[src/rtl/uart_reg_bridge_pkg.sv]
// Shared encodings for the UART register bridge: state codes, protocol bytes
// and helpers that build the response shift-register image.
package uart_bridge_pkg;

  typedef enum logic [3:0] {
    S_IDLE    = 4'd0,
    S_ADDR    = 4'd1,
    S_DATA    = 4'd2,
    S_WRITE   = 4'd3,
    S_READ    = 4'd4,
    S_SEND    = 4'd5,
    S_WAIT_HI = 4'd6,
    S_WAIT_LO = 4'd7
  } state_t;

  localparam logic [7:0] CMD_WRITE = 8'h57;
  localparam logic [7:0] CMD_READ  = 8'h52;
  localparam logic [7:0] RSP_OK    = 8'h4B;
  localparam logic [7:0] RSP_ERR   = 8'h45;

  localparam int BYTE_TMR_W = 22;
  localparam int READ_TMR_W = 8;
  localparam int RESP_W     = 40;

  // Responses are left-aligned so the head byte always sits in [39:32].
  function automatic logic [RESP_W-1:0] rsp_single(input logic [7:0] b);
    return {b, 32'h0000_0000};
  endfunction

  function automatic logic [RESP_W-1:0] rsp_read(input logic [31:0] d);
    return {RSP_OK, d};
  endfunction

endpackage

[src/rtl/uart_reg_bridge_tx_sequencer.sv]
// Response buffer and UART transmit handshake: sends len bytes MSB-first,
// one tx_start per byte, waiting for tx_busy to rise and fall in between.
module uart_tx_sequencer
  import uart_bridge_pkg::*;
(
  input  logic              clk,
  input  logic              rst,
  input  logic              load,
  input  logic [RESP_W-1:0] load_data,
  input  logic [2:0]        load_len,
  input  logic              tx_busy,
  output logic              tx_start,
  output logic [7:0]        tx_data,
  output logic              done
);

  state_t            phase_p0;
  state_t            phase_next;
  logic [RESP_W-1:0] resp_buf_p0;
  logic [2:0]        resp_len_p0;

  always_ff @(posedge clk) begin
    if (rst) begin
      phase_p0    <= S_IDLE;
      resp_buf_p0 <= '0;
      resp_len_p0 <= '0;
    end else begin
      phase_p0 <= phase_next;
      if (load) begin
        resp_buf_p0 <= load_data;
        resp_len_p0 <= load_len;
      end else if (phase_p0 == S_WAIT_LO && !tx_busy) begin
        resp_buf_p0 <= {resp_buf_p0[RESP_W-9:0], 8'h00};
        resp_len_p0 <= resp_len_p0 - 3'd1;
      end
    end
  end

  always_comb begin
    phase_next = phase_p0;
    tx_start   = 1'b0;
    done       = 1'b0;
    case (phase_p0)
      S_IDLE:    if (load) phase_next = S_SEND;
      S_SEND: begin
        if (!tx_busy) begin
          tx_start   = 1'b1;
          phase_next = S_WAIT_HI;
        end
      end
      S_WAIT_HI: if (tx_busy) phase_next = S_WAIT_LO;
      S_WAIT_LO: begin
        if (!tx_busy) begin
          // Length counts the byte just finished, so 1 means this was the last.
          if (resp_len_p0 <= 3'd1) begin
            done       = 1'b1;
            phase_next = S_IDLE;
          end else begin
            phase_next = S_SEND;
          end
        end
      end
      default:   phase_next = S_IDLE;
    endcase
  end

  // Buffer only shifts after tx_busy falls, so the head byte is stable while sending.
  assign tx_data = resp_buf_p0[RESP_W-1:RESP_W-8];

endmodule

[src/rtl/uart_reg_bridge.sv]
// Serial register protocol target: parses 'W'/'R' frames from the UART,
// drives single-cycle register bus strobes and queues the reply bytes.
module uart_reg_bridge
  import uart_bridge_pkg::*;
#(
  parameter int BYTE_TIMEOUT = 2500000,
  parameter int READ_TIMEOUT = 255
) (
  input  logic        clk,
  input  logic        rst,
  input  logic        rx_valid,
  input  logic [7:0]  rx_data,
  input  logic        rx_error,
  output logic        tx_start,
  output logic [7:0]  tx_data,
  input  logic        tx_busy,
  output logic [7:0]  reg_addr,
  output logic [31:0] reg_wdata,
  output logic        reg_we,
  output logic        reg_re,
  input  logic [31:0] reg_rdata,
  input  logic        reg_rvalid,
  output logic        frame_error,
  output logic        busy
);

  localparam logic [BYTE_TMR_W-1:0] BYTE_LIMIT = BYTE_TMR_W'(BYTE_TIMEOUT - 1);
  localparam logic [READ_TMR_W-1:0] READ_LIMIT = READ_TMR_W'(READ_TIMEOUT);

  state_t                state_p0;
  state_t                state_next;
  logic                  is_write_p0;
  logic [1:0]            byte_cnt_p0;
  logic [BYTE_TMR_W-1:0] byte_tmr_p0;
  logic [READ_TMR_W-1:0] read_tmr_p0;

  logic                  rx_byte;
  logic                  load;
  logic [RESP_W-1:0]     load_data;
  logic [2:0]            load_len;
  logic                  seq_done;

  // A byte arriving together with a framing error is not a byte.
  assign rx_byte = rx_valid && !rx_error;

  always_ff @(posedge clk) begin
    if (rst) begin
      state_p0    <= S_IDLE;
      is_write_p0 <= 1'b0;
      byte_cnt_p0 <= '0;
      byte_tmr_p0 <= '0;
      read_tmr_p0 <= '0;
      reg_addr    <= '0;
      reg_wdata   <= '0;
      reg_re      <= 1'b0;
    end else begin
      state_p0 <= state_next;
      reg_re   <= 1'b0;
      if (state_p0 == S_IDLE && rx_byte)
        is_write_p0 <= (rx_data == CMD_WRITE);
      if (rx_valid || !(state_p0 inside {S_ADDR, S_DATA}))
        byte_tmr_p0 <= '0;
      else
        byte_tmr_p0 <= byte_tmr_p0 + 1'b1;
      if (state_p0 == S_ADDR && rx_byte) begin
        reg_addr    <= rx_data;
        byte_cnt_p0 <= 2'd3;
        reg_re      <= !is_write_p0;
      end
      if (state_p0 == S_DATA && rx_byte) begin
        reg_wdata   <= {reg_wdata[23:0], rx_data};
        byte_cnt_p0 <= byte_cnt_p0 - 2'd1;
      end
      // The reg_re cycle itself is not counted, so rvalid is accepted up to READ_TIMEOUT after it.
      if (state_p0 != S_READ)
        read_tmr_p0 <= '0;
      else if (!reg_re && read_tmr_p0 != READ_LIMIT)
        read_tmr_p0 <= read_tmr_p0 + 1'b1;
    end
  end

  always_comb begin
    state_next  = state_p0;
    load        = 1'b0;
    load_data   = '0;
    load_len    = '0;
    reg_we      = 1'b0;
    frame_error = 1'b0;
    case (state_p0)
      S_IDLE: begin
        if (rx_byte) begin
          if (rx_data == CMD_WRITE || rx_data == CMD_READ) begin
            state_next = S_ADDR;
          end else begin
            load       = 1'b1;
            load_data  = rsp_single(RSP_ERR);
            load_len   = 3'd1;
            state_next = S_SEND;
          end
        end
      end
      S_ADDR, S_DATA: begin
        if (rx_error) begin
          frame_error = 1'b1;
          state_next  = S_IDLE;
        end else if (rx_valid) begin
          if (state_p0 == S_ADDR)
            state_next = is_write_p0 ? S_DATA : S_READ;
          else if (byte_cnt_p0 == 2'd0)
            state_next = S_WRITE;
        end else if (byte_tmr_p0 == BYTE_LIMIT) begin
          frame_error = 1'b1;
          state_next  = S_IDLE;
        end
      end
      S_WRITE: begin
        reg_we      = 1'b1;
        frame_error = rx_valid;
        load        = 1'b1;
        load_data   = rsp_single(RSP_OK);
        load_len    = 3'd1;
        state_next  = S_SEND;
      end
      S_READ: begin
        frame_error = rx_valid;
        if (reg_rvalid) begin
          load       = 1'b1;
          load_data  = rsp_read(reg_rdata);
          load_len   = 3'd5;
          state_next = S_SEND;
        end else if (read_tmr_p0 == READ_LIMIT) begin
          frame_error = 1'b1;
          load        = 1'b1;
          load_data   = rsp_single(RSP_ERR);
          load_len    = 3'd1;
          state_next  = S_SEND;
        end
      end
      S_SEND: begin
        frame_error = rx_valid;
        if (seq_done) state_next = S_IDLE;
      end
      default: state_next = S_IDLE;
    endcase
  end

  assign busy = (state_p0 != S_IDLE);

  uart_tx_sequencer u_tx_seq (
    .clk       (clk),
    .rst       (rst),
    .load      (load),
    .load_data (load_data),
    .load_len  (load_len),
    .tx_busy   (tx_busy),
    .tx_start  (tx_start),
    .tx_data   (tx_data),
    .done      (seq_done)
  );

endmodule

[config.mk]
export PLATFORM = sky130hd
export DESIGN_NAME = uart_reg_bridge
export DESIGN_NICKNAME = d
export VERILOG_FILES = /design/src/rtl/uart_reg_bridge_pkg.sv /design/src/rtl/uart_reg_bridge_tx_sequencer.sv /design/src/rtl/uart_reg_bridge.sv
export SDC_FILE = /design/constraint.sdc
export NUM_CORES = 1
export LEC_CHECK = 0
export CAP_MARGIN = 0
export CORE_ASPECT_RATIO = 1.1
export CORE_MARGIN = 2
export CORE_UTILIZATION = 30
export CTS_BUF_LIST = sky130_fd_sc_hd__clkbuf_16
export CTS_CLUSTER_SIZE = 16
export DETAILED_ROUTE_END_ITERATION = 12
export SLEW_MARGIN = 20
export SYNTH_ARGS = -nofsm -noshare
export SYNTH_HDL_FRONTEND = slang
export SYNTH_HIERARCHICAL = 1
export SYNTH_SLANG_ARGS = --single-unit
[constraint.sdc]
create_clock -name clk -period 2.2 [get_ports clk]
set_clock_uncertainty 0.15 [all_clocks]
set_input_delay 0.44 -clock clk [delete_from_list [all_inputs] [get_ports clk]]
set_output_delay 0.44 -clock clk [all_outputs]
set_load 0.02 [all_outputs]
Word level (Yosys, flattened, before mapping):

Index checks and enable logic that the tools add are counted.
W data, S select, Z words.

* reductions and logical operators: 27
* bitwise logic cells: 1
* order comparisons: 1
* add/subtract/negate cells: 4
* mux-type cells: 51
* eq/ne operators: 23

Operators by type and width (number)
* $mux W39: 4
* $pmux W39 S3: 1
* $mux W40: 2
* $mux W4: 13
* $add A22 B1 Y22 const B: 1
* $eq A22 B22 Y1 const B: 1
* $eq A4 B3 Y1 const B: 5
* $pmux W4 S5: 1
* $mux W1: 18
* $mux W3: 6
* $eq A8 B7 Y1 const B: 2
* $pmux W4 S4: 1
* $ne A2 B2 Y1 const B: 6
* $reduce_or A2 Y1: 5
* $pmux W3 S3: 1
* $add A8 B1 Y8 const B: 1
* $eq A4 B2 Y1 const B: 2
* $eq A8 B8 Y1 const B: 1
* $logic_not A4 Y1: 2
* $ne A8 B8 Y1 const B: 1
* $logic_and A1 B1 Y1: 6
* $pmux W1 S3: 2
* $reduce_bool A2 Y1: 3
* $logic_not A1 Y1: 5
* other kinds (15): 17

* logic and storage cells: 118
* bits of input ports: 46
* output and inout bits: 53
* register bits after elaboration: 125

Logic depth before layout (Yosys ltp):

* depth in word-level cells: 7
* depth in mapped cells: 11
* gate-level depth less buffers: 8

Modules after synthesis:

Netlist, hierarchy kept.

Modules (own cells, without submodules)
* uart_reg_bridge: cells each 432, times used 1, area each 3510.9 sq um, sequential area each 1541.5 sq um
* uart_tx_sequencer: cells each 275, times used 1, area each 2287.2 sq um, sequential area each 920.9 sq um

Worst setup path before layout:

Ideal clock, no wire load.

* path type: register to output
* from: register byte_tmr_p0[0]
* to: output frame_error
* required time: 1.610 ns
* path buffers: 0
* data arrival time: 1.718 ns
* cell stages (with the launch flop): 7
* path slack: -0.108 ns
* path through: dfxtp_1 -> ha_1 -> nand3_2 -> nand4b_1 -> o41ai_1 -> o22ai_1 -> a22oi_1

* longest elaborated chain between the ends: 5

Ends and longest elaborated chain
* start: declaration: RTL line uart_reg_bridge.sv:34 `logic [BYTE_TMR_W-1:0] byte_tmr_p0;`
* start signal: assignment: RTL line uart_reg_bridge.sv:64 `byte_tmr_p0 <= byte_tmr_p0 + 1'b1;`
* $eq A22 B22 Y1: RTL line uart_reg_bridge.sv:111 `end else if (byte_tmr_p0 == BYTE_LIMIT) begin`
* $mux W1: RTL line uart_reg_bridge.sv:111
* $mux W1: RTL line uart_reg_bridge.sv:106 `end else if (rx_valid) begin`
* $mux W1: RTL line uart_reg_bridge.sv:103 `if (rx_error) begin`
* $pmux W1 S3: RTL line uart_reg_bridge.sv:89 `case (state_p0)`
* end: declaration: RTL line uart_reg_bridge.sv:23 `output logic frame_error,`

No other way between the ends.

Worst setup path after layout:

* from: register byte_tmr_p0[20]
* to: output frame_error

Same word-level chain as after synthesis.

==> summary.txt <==
Via density = 4.780
I/O pin count = 99
Die area = 20,460 um^2
Failing checks = setup timing
Crit share post-route = 112.7%
Reg-to-reg endpoint = state_p0[2]$_SDFFE_PP0P_
Top post-synthesis cells by count = dfxtp_1 (123), nand2_1 (90), nor3_1 (73)
Syn Std Cell Area = 5798 um^2
Reg-to-reg startpoint = byte_tmr_p0[20]$_SDFF_PP0_
M3 GR Usage = 6.233%
Ys Warns = 6
Initial antenna violation count = 2
Fin. Hold Viols = 0
# DRC = 0
Status = complete, but fails checks
Final worst setup slack = -0.2796 ns
CTS buffer count = 17
#FFs+latches synth = 123
Worst vdd ir = 650.9 uV
ANT nets after route = 0
Post-synth cell types = 57
Vias in the first global route = 5,255
DP HPWL = 10.51 mm
Total wire length = 15.94 mm
CP required = 1.61 ns
Busiest grt layer = met2
Top cells by area, synth = dfxtp_1 (42%), nor3_1 (6.3%), nand2_1 (5.8%)
R2R setup slack = 0.04 ns
Root Buffer = clkbuf_16
Clock sinks = 123
Fraction of registers with async set/reset = 0%
Hold depth = 3
Hold_sp = rx_data[5]
Seq/Total Area, Yosys = 42.47%
Placeable Area = 19,030 um^2
Global-route wire length before repair = 25.12 mm
RSZ-0062 raised after global routing = yes
DR WL/cell = 13.90 um
Layout cells sized above 1 = 23.03%
Final hold slack = 0.1442 ns
Timing startpoint of the critical path = byte_tmr_p0[20]$_SDFF_PP0_
Final min period = 2.480 ns
CTS clk-pin slew, worst paths = 0.05 ns
Avg Cell Area, Syn = 8.201 um^2
Post-synth EDFFs = 0
Grt total ovfl = 0
Worst min path class = in -> reg
Slew Viols, Final = 0
Power density over the cells = 916.4 nW/um^2
WP data arrival = 1.89 ns
Largest net degree at the start of global routing = 45
Die W = 136.6 um
Skew-Pair Late Insertion Delay = 0.41 ns
H-tree levels = 4
Initial Util = 30.46%
Post-Syn Instances = 707
Critical setup path kind = reg -> out
R2R cell count = 9
Vias = 5,483
Critical Path End Type = output pin
Crit path max fanout = 2
Final Core Density = 45.33%
Most used DFF post-synth = dfxtp_1
Slew headroom = 62.01%
IO buf count = 98
Max-cap viol count = 0
Final setup fails = 1
Fmax = 403.3 MHz
Hold EP = reg_wdata[5]$_SDFFE_PP0P_
Area delta synth->final = 48.79%
Post-CTS Hold Buffers = 0
CTS tree = yes
Pleak = 0.003260 uW
Total GRT Usage = 15.55%
Layout Nets = 939
CTS Buffer Depth = 2
GPL Wtd Cong = 0.7922
Worst setup SP type = flop
Cell taking the most area after synthesis = dfxtp_1
Grt met2 use = 24.93%
Row Count = 53
Met1 Resource Use GR = 18.72%
Count leader, synth = dfxtp_1
Slew @ Worst Pin = 0.5647 ns
First DRT Iteration DRCs = 212
Die Ht = 149.8 um
Synth top area share = 42.47%
Pre-antenna DRT Iters = 5
-- worst max path at each step --
stage	slack, ns	endpoint
6_report	-0.28	frame_error
3_3_place_gp	-0.57	frame_error
2_1_floorplan	0.005	frame_error
4_1_cts	-0.30	frame_error
5_1_grt	-0.39	frame_error
3_5_place_dp	-0.57	frame_error
-- cells in the final DEF (no fill, tap or decap), types with 4 or more instances in the layout --
master and instances:
clkdlybuf4s50_1 85, inv_1 28, buf_12 8, nor2_1 60, nor3_2 4, a21oi_1 49
nand4_1 7, nor2b_1 5, dlygate4sd2_1 5, mux2i_1 9, nor4_1 22, clkbuf_16 20
and2_1 34, nand3_1 19, or3_1 5, nand2_1 89, a2111oi_2 15, dfxtp_1 117
o21ai_0 10, buf_6 5, and3_1 10, ha_1 4, conb_1 4, clkinv_2 5
and4_1 5, dfxtp_2 4, xnor2_1 17, xor2_1 8, nor3_1 68, buf_4 105
-- metal layers --
layer / part of all wire [%] / vias up / wire (um)
met3: 7.2 / 17 / 1140
met5: 0.082 / - / 13
met2: 48 / 98 / 7593
met4: 1.3 / 2 / 201
li1: - / 2812 / -
met1: 44 / 2554 / 6992
-- state kept, by name (all words and copies together) (netlist names) --
register              count
byte_tmr_p0              22
byte_cnt_p0               2
reg_addr                  8
reg_wdata                32
reg_re                    1
u_tx_seq/phase_p0         3
u_tx_seq/resp_len_p0      3
read_tmr_p0               8
u_tx_seq/resp_buf_p0     40
state_p0                  3
is_write_p0               1
-- worst max-delay path, stage by stage, from the launching register on --
cell,delay (ns)
dfxtp_2,0.33
nor4_4,0.31
nand4b_1,0.20
o41ai_2,0.23
o22ai_1,0.12
a22oi_2,0.14
buf_6,0.14
-- stage by stage --
stage          area, um^2  TNS (ns)  total power, uW  std cells  setup slack, ns
2_1_floorplan        5816         0             3998        710         0.004776
3_3_place_gp         7595    -22.06             4746       1093          -0.5667
3_5_place_dp         7595    -23.23             4765       1093          -0.5665
4_1_cts              8426   -0.3031             7732       1138          -0.3031
5_1_grt              8625   -0.7170             8312       1146          -0.3913
6_report             8627   -0.2796             7905       1147          -0.2796
-- logic make-up (layout without fill, tap and decap cells) --
logic type                 after synthesis  count (layout)  synth area share, %
muxes                                    9               9                1.554
xor gates and xnor gates                25              25                3.776
AOI/OAI and AO/OA                       97              97                12.19
adders and majority gates                5               5                1.079
other                                    1               5              0.06468
buffers and inverters                   87             276                7.294
DFF                                    123             123                42.47
and+or+nand+nor                        360             360                31.57
-- where the power goes --
part	switching, uW	total (uW)	internal (uW)	leakage, uW
combinational	1170	2530	1350	0.00196
clock	968	2710	1740	0.000297
sequential	187	2670	2490	0.00100
total	2330	7910	5580	0.00326
-- repair_timing --
action,CTS,global route
setup buffers,13,5
pin swaps,8,16
gates resized for setup,48,33
cloned,2,4
setup endpoints to repair,33,41
-- layout make-up --
| type | count | area (um^2) |
|---|---|---|
| clock buffers | 17 | 425.4 |
| multi-input cells | 500 | 3080 |
| clock inverters | 13 | 138.9 |
| inverters | 26 | 110.1 |
| diodes | 1 | 2.502 |
| well taps | 247 | 309.0 |
| fillers | 1873 | 10410 |
| repair buffers | 220 | 2086 |
| flip-flops and latches | 123 | 2475 |
Note: power is estimated with default switching activity, not from simulation.
